===== config.mk =====
export PLATFORM = sky130hd
export DESIGN_NAME = sa_sc_fifo_flags
export DESIGN_NICKNAME = d
export VERILOG_FILES = /design/src/rtl/sa_sc_fifo_flags.sv
export SDC_FILE = /design/constraint.sdc
export NUM_CORES = 1
export LEC_CHECK = 0
export ABC_CLOCK_PERIOD_IN_PS = 3550
export CAP_MARGIN = 25
export CORE_MARGIN = 2
export CORE_UTILIZATION = 45
export DETAILED_ROUTE_END_ITERATION = 12
export PLACE_DENSITY = 0.6
export RECOVER_POWER = 100
export SYNTH_ARGS = -nofsm -noshare
export SYNTH_HDL_FRONTEND = slang
export SYNTH_SLANG_ARGS = --single-unit

===== constraint.sdc =====
create_clock -name clk -period 3.55 [get_ports clk]
set_input_delay 0.71 -clock clk [delete_from_list [all_inputs] [get_ports clk]]
set_output_delay 0.71 -clock clk [all_outputs]
set_load 0.01 [all_outputs]

===== src/rtl/sa_sc_fifo_flags.sv =====
// Show-ahead single-clock FIFO with occupancy count, programmable almost flags
// and sticky overflow/underflow error flags.
module sa_sc_fifo_flags #(
  parameter int DataWidth     = 8,
  parameter int AddrWidth     = 4,
  parameter int AlmostFullTh  = 2**AddrWidth - 2,
  parameter int AlmostEmptyTh = 1
) (
  input  logic                 clk,
  input  logic                 rst,
  input  logic                 sclr,
  input  logic                 we,
  input  logic [DataWidth-1:0] d,
  input  logic                 ack,
  output logic [DataWidth-1:0] q,
  output logic                 empty,
  output logic                 full,
  output logic                 almost_empty,
  output logic                 almost_full,
  output logic [AddrWidth:0]   usedw,
  output logic                 ovf,
  output logic                 udf
);

  localparam int Depth = 2**AddrWidth;
  localparam logic [AddrWidth:0]   LP_DEPTH   = (AddrWidth+1)'(Depth);
  localparam logic [AddrWidth:0]   LP_CNT_ONE = (AddrWidth+1)'(1);
  localparam logic [AddrWidth-1:0] LP_PTR_ONE = AddrWidth'(1);
  localparam logic [AddrWidth:0]   LP_AF_TH   = (AddrWidth+1)'(AlmostFullTh);
  localparam logic [AddrWidth:0]   LP_AE_TH   = (AddrWidth+1)'(AlmostEmptyTh);

  generate
    if (DataWidth < 1) begin : g_bad_data_width
      $fatal(1, "sa_sc_fifo_flags: DataWidth must be >= 1");
    end
    if (AddrWidth < 1) begin : g_bad_addr_width
      $fatal(1, "sa_sc_fifo_flags: AddrWidth must be >= 1");
    end
    if (AlmostFullTh < 1 || AlmostFullTh > Depth) begin : g_bad_af_th
      $fatal(1, "sa_sc_fifo_flags: AlmostFullTh out of range 1..Depth");
    end
    if (AlmostEmptyTh < 0 || AlmostEmptyTh > Depth - 1) begin : g_bad_ae_th
      $fatal(1, "sa_sc_fifo_flags: AlmostEmptyTh out of range 0..Depth-1");
    end
  endgenerate

  logic [DataWidth-1:0] r_mem [Depth];
  logic [AddrWidth-1:0] r_wr_ptr;
  logic [AddrWidth-1:0] r_rd_ptr;
  logic [AddrWidth:0]   r_usedw;
  logic                 r_ovf;
  logic                 r_udf;

  logic w_empty;
  logic w_full;
  logic w_wr_acc;
  logic w_rd_acc;

  assign w_empty  = (r_usedw == '0);
  assign w_full   = (r_usedw == LP_DEPTH);
  // A pop frees the slot in the same edge, so a full FIFO still takes a write alongside ack.
  assign w_wr_acc = we & (~w_full | ack);
  assign w_rd_acc = ack & ~w_empty;

  always_ff @(posedge clk) begin
    if (!rst && !sclr && w_wr_acc) begin
      r_mem[r_wr_ptr] <= d;
    end
  end

  always_ff @(posedge clk or posedge rst) begin
    if (rst) begin
      r_wr_ptr <= '0;
      r_rd_ptr <= '0;
      r_usedw  <= '0;
      r_ovf    <= 1'b0;
      r_udf    <= 1'b0;
    end else if (sclr) begin
      r_wr_ptr <= '0;
      r_rd_ptr <= '0;
      r_usedw  <= '0;
      r_ovf    <= 1'b0;
      r_udf    <= 1'b0;
    end else begin
      if (w_wr_acc) begin
        r_wr_ptr <= r_wr_ptr + LP_PTR_ONE;
      end
      if (w_rd_acc) begin
        r_rd_ptr <= r_rd_ptr + LP_PTR_ONE;
      end
      if (w_wr_acc && !w_rd_acc) begin
        r_usedw <= r_usedw + LP_CNT_ONE;
      end else if (w_rd_acc && !w_wr_acc) begin
        r_usedw <= r_usedw - LP_CNT_ONE;
      end
      if (we && !w_wr_acc) begin
        r_ovf <= 1'b1;
      end
      if (ack && w_empty) begin
        r_udf <= 1'b1;
      end
    end
  end

  assign q            = w_empty ? '0 : r_mem[r_rd_ptr];
  assign empty        = w_empty;
  assign full         = w_full;
  assign almost_empty = (r_usedw <= LP_AE_TH);
  assign almost_full  = (r_usedw >= LP_AF_TH);
  assign usedw        = r_usedw;
  assign ovf          = r_ovf;
  assign udf          = r_udf;

endmodule


After elaboration in Yosys (flattened, before gate mapping)

Memory sizes are Yosys's and may differ from the RTL's.
Cells that the tools add are included.

Register bits after elaboration: 15
RAM bits: 128
Bits of input ports: 13
Output and inout port bits: 19
Word-level logic and storage cells: 48
Memories kept: 1

Memories:

| name  | words | width | rd ports | clocked after memory_dff | write ports | line | source |
|---|---|---|---|---|---|---|---|
| r_mem | 16    | 8     | 1        | 0                        | 1           | 47   | `logic [DataWidth-1:0] r_mem [Depth];` |

$add $sub $neg: 4
Order comparisons: 2
Equality and inequality tests: 1
Muxes and demuxes: 14
Bitwise gates (word level): 5
Reduce and logical (&&, ||, !) cells: 16

Operators with widths:

| kind                  | number |
|---|---|
| $mux W4               | 4 |
| $mux W5               | 3 |
| $add A4 B1 Y4 const B | 2 |
| $mux W8               | 1 |
| $reduce_bool A2 Y1    | 4 |
| $logic_and A1 B1 Y1   | 6 |
| $mux W1               | 6 |
| $add A5 B1 Y5 const B | 1 |
| $eq A5 B5 Y1 const B  | 1 |
| $ge A5 B4 Y1 const B  | 1 |
| $le A5 B1 Y1 const B  | 1 |
| $logic_not A5 Y1      | 1 |
| $sub A5 B1 Y5 const B | 1 |
| $logic_not A1 Y1      | 4 |
| $reduce_bool A3 Y1    | 1 |
| $and A1 B1 Y1         | 2 |
| $not A1 Y1            | 2 |
| $or A1 B1 Y1          | 1 |

Logic depth before layout (Yosys ltp)

Gate-level depths: netlist (run 1).

Depth after elaboration: 9
Depth in mapped cells: 8
Depth with buffers taken out: 7

Least setup slack after synthesis (run 1)

No wires, ideal clock.

Kind: flip-flop to flip-flop
From: register r_usedw[0] (netlist: usedw[0])
To: memory r_mem[0][0] (enable)
Library setup time: 0.383 ns
Data arrival time: 2.307 ns
Data required time: 3.167 ns
Slack: 0.860 ns
Stages on the path, launching flop included: 8
Path buffers: 0
Period minus slack after synthesis: 2.690 ns
Cells stage by stage: dfrtp_1 > inv_1 > ha_1 > nand4bb_1 > inv_1 > a2111oi_4 > nand2_1 > nor3_1

Longest elaborated chain between the ends: 7

Ends and longest elaborated chain:

| item                          | line | source |
|---|---|---|
| start, declared               | 50   | `logic [AddrWidth:0] r_usedw;` |
| start signal, assigned        | 92   | `r_usedw <= r_usedw + LP_CNT_ONE;` |
| start signal, assigned        | 94   | `r_usedw <= r_usedw - LP_CNT_ONE;` |
| $eq A5 B5 Y1                  | 60   | `assign w_full = (r_usedw == LP_DEPTH);` |
| via full                      | 17   | `output logic full,` |
| $not A1 Y1                    | 62   | `assign w_wr_acc = we & (~w_full \| ack);` |
| $or A1 B1 Y1                  | 62   |  |
| $and A1 B1 Y1                 | 62   |  |
| $logic_and A1 B1 Y1           | 66   | `if (!rst && !sclr && w_wr_acc) begin` |
| $mux W1                       | 66   |  |
| $mux W1 (not written as such) | 67   | `r_mem[r_wr_ptr] <= d;` |
| end, declared                 | 47   |  |

The timed path passes the listed nets, and every way through them passes these cells.

Worst setup path in the final report (run 1)

From: register r_usedw[1] (netlist: usedw[1])
To: output port q[1]

Longest elaborated chain between the ends: 2

Ends and longest elaborated chain:

| item             | line | source |
|---|---|---|
| $logic_not A5 Y1 | 59   | `assign w_empty = (r_usedw == '0);` |
| $mux W8          | 105  | `assign q = w_empty ? '0 : r_mem[r_rd_ptr];` |
| end, declared    | 15   | `output logic [DataWidth-1:0] q,` |

Every way passes these cells.

==> flow_summary_export.csv, run 1 <==
group,metric,value,unit
cts,cts_hold_buffers,0,
pwr,cell_internal_pwr,3.74,mW
cts,cts-root-buf,"clkbuf_16",
layout,register_area,4220,µm²
worst_setup_path,crit_path_end_kind,"output port",
cts,clock_sinks,143,
worst_setup_path,crit_required,2840,ps
worst_setup_path,crit_type,"register to output port",
timing,rsz0062_at_grt,"no",
floorplanning,start_util,45.7,%
pwr,clock_power_share,34.6,%
place,gp_congestion,0.763,
layout,synthToLayoutAreaGrowth,19.8,%
timing,tns,0,ps
worst_setup_path,path_buf_inv,2,
floorplanning,ios,32,
place,port_buffers,31,
synthesis,synth-simple-area-share,5.17,%
routing,drt_iter0_markers,250,
synthesis,synthFlopType,"edfxtp_1",
layout,nNetsFinal,409,
timing,slew_headroom,45.7,%
floorplanning,die_h,120,µm
timing,hold_violations,0,
timing,period_share,96.0,%
routing,drcViolationCount,0,
synthesis,synthAdderAreaFrac,2.08,%
worst_setup_path,regToRegSetupSlack,440,ps
layout,design_area,7190,µm²
cts,htree_levels,4,
worst_setup_path,crit_path_cell_trace,"inv_1 > ha_1 > or4b_4 > or2b_4 > o22ai_1 > clkdlybuf4s50_1",
synthesis,postSynthAreaPerCell,18.4,µm²
synthesis,synth_nets,349,
place,hpwl,7.71,mm
timing,finalClockSkew,5.56,ps
pwr,pwr-share-seq,38.8,%
cts,cts_tree,"done",
routing,routed_wl,11.5,mm
synthesis,synth_compound_area_share,3.27,%
cts,cts_made_buffers,17,
pwr,leakage,2.41,nW
worst_setup_path,crit_path_max_fanout,8,
routing,postRouteAntennaNets,0,
synthesis,ys_seq_area_share,70.3,%
worst_setup_path,critPathLaunch,"usedw[1]$_DFFE_PP0P_",
floorplanning,dieWidth,120,µm
worst_setup_path,start_kind,"register",
grt,grt.overflow.total,0,
layout,utilization,54.7,%
synthesis,synth_top_family_by_area,"multiplexers",
routing,first_pass_iters,4,
status,status,"complete, no violations",
routing,routedWlPerCell,20.0,µm
cts,clk_pin_slew,60,ps
synthesis,synthXorXnorAreaFrac,0.875,%
layout,multiInputGateArea,1610,µm²
grt,grt_pass1_vias,3090,
synthesis,yosys-mux-area-fraction,15.8,%
pwr,power.switching,1.35,mW
pwr,p_sw_share,26.5,%
floorplanning,dieArea,14300,µm²
floorplanning,core,13100,µm²
routing,vias,3052,
worst_setup_path,r2r-end,"r_mem[0][6]$_DFFE_PP_",
pwr,finalPower,5.10,mW
timing,worstMarginPinSlew,809,ps
synthesis,synth-edff-count,128,
grt,grt_max_degree,30,
worst_setup_path,slowest_delay,550,ps
floorplanning,rows,42,
pwr,cellPowerDensity,709,nW/µm²
cts,insertion_delay,410,ps
synthesis,yosysWarnings,0,
layout,n_antenna_cell,0,
layout,drive_above_1_share,23.1,%
worst_setup_path,worst-path-stages,6,
place,placed_area,6650,µm²
worst_setup_path,cp_top_family,"simple AND/OR/NAND/NOR gates",
pwr,peakVddDrop,0.000356,V
worst_setup_path,crit_end,"q[1]",
timing,max_freq,293,MHz
hold_path,min_path_type,"register to register",
synthesis,syn_inst,326,
synthesis,netlist_area,6000,µm²
grt,grt_antenna_before_repair,0,
place,place_inst,541,
layout,n_fill_cell,1056,
grt,grt_pass1_wl,18.1,mm
pwr,combinationalPowerShare,26.5,%
flow_run,drv_cap,0,
routing,viasPerCell,5.31,
worst_setup_path,cp_slowest_cell,"or4b_4",
timing,final-setup-viol-count,0,
worst_setup_path,cp.arrival,2700,ps
synthesis,yosysUniqueCellTypes,42,
timing,final_max_slew_viol_count,0,
timing,min_period,3410,ps
worst_setup_path,rr_startpoint,"usedw[0]$_DFFE_PP0P_",
cts,cts_buffer_depth,2,
synthesis,ys_seq_elements,143,
layout,final_cells,575,
synthesis,synth-async-reset-ratio,10.5,%
grt,grt_usage,17.5,%
worst_setup_path,reg2reg_depth,8,
Yosys cell counts, types with 2 or more instances:
cell type  number  area [µm²]
nor2_1         25        93.8
nand3_1         4        20.0
clkbuf_1        7        26.3
nand2b_1        3        18.8
xnor2_1         3        26.3
xor2_1          3        26.3
edfxtp_1      128        3840
a21oi_1         4        20.0
o211ai_1        3        22.5
buf_6           3        33.8
inv_1           8        30.0
mux2i_1        17         170
dfrtp_1        15         375
ha_1           10         125
buf_1           2        7.51
mux4_2         32         721
o22ai_1         8        50.1
nor3_1          8        40.0
buf_2           7        35.0
a22oi_1         2        15.0
mux2_1          3        33.8
nor2b_1         4        25.0
nand2_1         8        30.0
power groups by stage:
stage	combinational, mW	sequential, mW	clock [mW]
final	1.35	1.98	1.76
after CTS	1.39	1.97	1.80
after global routing	1.48	1.99	1.88
after detailed placement	1.35	2.01	0
after global placement	1.35	2.00	0
after floorplan	0.922	1.97	0
stage by stage:
| stage | hold slack (ps) | worst slack (ps) |
|---|---|---|
| after floorplan | 526 | 860 |
| after global placement | 487 | 424 |
| after detailed placement | 492 | 286 |
| after CTS | 517 | 51.9 |
| after global routing | 534 | 13.1 |
| final | 509 | 143 |
routing by layer:
metal | global-route usage, % | wire length [µm] | vias to the layer above
li1 | - | - | 1411
met1 | 23.6 | 5280 | 1565
met2 | 27.6 | 5690 | 67
met3 | 5.32 | 434 | 9
met4 | 5.51 | 96 | 0
met5 | 0 | 0 | -
worst register-to-register path: cells and delay by family (launching register included):
kind | cells | cell delay, ps
compound gates | 1 | 730
buf+inv | 3 | 600
flops | 1 | 470
simple gates | 3 | 720
fa+ha+maj | 1 | 260
state kept, by name, summed over array words and instances (netlist names):
register,flops
r_mem,128
usedw,5
r_rd_ptr,4
r_wr_ptr,4
ovf,1
udf,1
how the worst min path moves through the flow:
stage,cells past startpoint,endpoint,startpoint
finish,2,ovf$_DFFE_PP0P_,ovf$_DFFE_PP0P_
global placement,2,ovf$_DFFE_PP0P_,ovf$_DFFE_PP0P_
floorplan,2,udf$_DFFE_PP0P_,udf$_DFFE_PP0P_
global route,2,ovf$_DFFE_PP0P_,ovf$_DFFE_PP0P_
detailed placement,2,ovf$_DFFE_PP0P_,ovf$_DFFE_PP0P_
CTS,2,ovf$_DFFE_PP0P_,ovf$_DFFE_PP0P_
cells in the final DEF, fill, tap and decap left out, drive strengths merged, types with 2 or more instances in the layout:
cell type        n
dfrtp           15
clkinv           7
a22oi            2
xnor2            3
bufinv           3
clkdlybuf4s50   11
mux2i           17
buf              6
a21oi            4
mux2             5
ha              10
nor2b            4
edfxtp         128
inv              8
o211ai           3
dlygate4sd3     20
xor2             3
nand2b           3
clkbuf          44
nand3            4
o22ai            8
nor2            25
a211oi           2
nand2            8
clkinvlp         2
nor3             9
mux4            32
final cells by class:
cell class / instances / share of cell area [%]
flip-flops and latches: 143 / 58.7
multi-input cells: 155 / 22.4
repair buffers: 60 / 6.86
clock buffers: 21 / 6.40
well taps: 176 / 3.06
clock inverters: 11 / 1.93
inverters: 9 / 0.644
kinds of logic (layout without fill, tap and decap cells):
logic type	Yosys count	count (layout)
simple gates	61	61
compound gates	24	24
buf+inv	28	101
fa+ha+maj	10	10
flops	143	143
xor+xnor	6	6
mux	54	54
timing repair:
item | 4_1_cts | 5_1_grt
setup buffers | 0 | 1
cloned | 0 | 1
endpoints found under the setup margin | 8 | 8
gates resized for setup | 2 | 1
(Power assumes the default switching activity.)
==> run 2, diff against run 1 <==
- ABC_CLOCK_PERIOD_IN_PS: 3550 -> 3180
- clock period: 3.55 -> 3.18 ns (I/O delays scaled with it)
==> flow_summary_export.csv, run 2 (same netlist as run 1, synthesis figures left out) <==
group,metric,value,unit
layout,layout_common_cells,"128 x edfxtp_1, 32 x mux4_2, 26 x clkbuf_1, 25 x nor2_1, 19 x dlygate4sd3_1",
worst_setup_path,rr_startpoint,"usedw[1]$_DFFE_PP0P_",
routing,routed_wl,12.5,mm
place,port_buffers,31,
grt,grt_pass1_vias,3343,
cts,cts_hold_buffers,0,
grt,grt.overflow.total,0,
cts,clk_pin_slew,60,ps
floorplanning,start_util,45.7,%
layout,largest_register_ffs,128,
place,hpwl,7.64,mm
place,gp_congestion,0.769,
cts,cts_tree,"done",
cts,htree_levels,4,
layout,nNetsFinal,410,
cts,insertion_delay,420,ps
timing,final-setup-viol-count,0,
grt,grt_antenna_before_repair,0,
layout,final_cells,576,
layout,utilization,54.8,%
routing,viasPerCell,5.49,
layout,drive_above_1_share,21.3,%
place,place_inst,541,
floorplanning,dieArea,14300,µm²
timing,finalClockSkew,6.19,ps
pwr,leakage,2.40,nW
routing,drcViolationCount,0,
grt,grt_pass1_wl,19.4,mm
floorplanning,core,13100,µm²
hold_path,min_path_type,"register to register",
layout,largest-register,"r_mem",
layout,n_fill_cell,1086,
timing,slew_headroom,44.0,%
grt,grt_max_degree,33,
grt,grt_usage,19.2,%
layout,final_common_cell,"edfxtp_1",
floorplanning,die_h,120,µm
pwr,cell_internal_pwr,4.20,mW
floorplanning,dieWidth,120,µm
routing,postRouteAntennaNets,0,
cts,cts_buffer_depth,2,
routing,drt_iter0_markers,268,
flow_run,drv_cap,0,
layout,synthToLayoutAreaGrowth,19.9,%
worst_setup_path,start_kind,"register",
pwr,pwr-share-seq,37.9,%
cts,cts-root-buf,"clkbuf_16",
timing,min_period,3070,ps
cts,cts_made_buffers,17,
worst_setup_path,crit_path_max_fanout,6,
pwr,combinationalPowerShare,28.5,%
timing,hold_violations,0,
pwr,cellPowerDensity,794,nW/µm²
pwr,clock_power_share,33.6,%
timing,rsz0062_at_grt,"no",
timing,max_freq,325,MHz
status,status,"complete, no violations",
timing,final_max_slew_viol_count,0,
worst_setup_path,cp.arrival,2440,ps
worst_setup_path,crit_type,"register to output port",
floorplanning,rows,42,
timing,worstMarginPinSlew,833,ps
hold_path,holdCritStartpoint,"udf$_DFFE_PP0P_",
pwr,peakVddDrop,0.000384,V
layout,n_antenna_cell,0,
timing,period_share,96.6,%
routing,first_pass_iters,4,
worst_setup_path,crit_path_end_kind,"output port",
floorplanning,ios,32,
pwr,power.switching,1.52,mW
timing,whs,489,ps
worst_setup_path,crit_required,2540,ps
timing,tns,0,ps
worst_setup_path,critPathLaunch,"usedw[1]$_DFFE_PP0P_",
routing,routedWlPerCell,21.7,µm
pwr,p_sw_share,26.6,%
cts,clock_sinks,143,
routing,vias,3164,
==> run 2: path summary, 6_finish.rpt <==
kind,slack (ps),to,depth (start not counted)
max,110,q[6],6
min,490,udf$_DFFE_PP0P_,2
max reg2reg,430,r_mem[4][0]$_DFFE_PP_,8
min reg2reg,490,udf$_DFFE_PP0P_,2
max in group asynchronous,1910,r_rd_ptr[0]$_DFFE_PP0P_,2
min in group asynchronous,820,udf$_DFFE_PP0P_,2
==> run 2: per-stage QoR <==
stage | power [mW] | instance area, µm² | worst slack, ps
5_1_grt | 5.97 | 7200 | 0.417
3_3_place_gp | 3.80 | 6660 | 376
2_1_floorplan | 3.23 | 6000 | 490
3_5_place_dp | 3.82 | 6660 | 270
6_report | 5.72 | 7200 | 107
4_1_cts | 5.76 | 7240 | 0.0959
==> run 2: area by class of cell <==
cell class	count	area (µm²)	area share (%)
sequential	143	4220	58.6
multi-input combinational	155	1640	22.8
timing repair buffer	61	502	6.97
clock buffer	25	455	6.33
tap	176	220	3.06
clock inverter	7	111	1.55
inverter	9	46.3	0.643
==> run 2: power groups by stage <==
stage / Combinational [mW] / Sequential [mW] / Clock, mW
4_1_cts: 1.65 / 2.16 / 1.95
5_1_grt: 1.77 / 2.17 / 2.03
2_1_floorplan: 1.03 / 2.20 / 0
3_5_place_dp: 1.62 / 2.20 / 0
3_3_place_gp: 1.61 / 2.20 / 0
6_report: 1.63 / 2.17 / 1.92
==> run 2: layer usage <==
layer,routed length [µm],track usage [%]
met1,5530,25.6
met2,6130,30.4
met3,651,4.61
met5,0,0
met4,196,8.01
==> run 2: critical path: stages (launching register included) <==
cell and delay [ps]:
dfrtp_1 390, inv_2 100, ha_2 210, or4b_4 510, or2b_4 260, o22ai_1 80, clkdlybuf4s50_1 480
==> run 2: timing repair <==
action / CTS / global route
endpoints found under the setup margin: 9 / 6
setup buffers: 0 / 3
gates resized for setup: 9 / 10
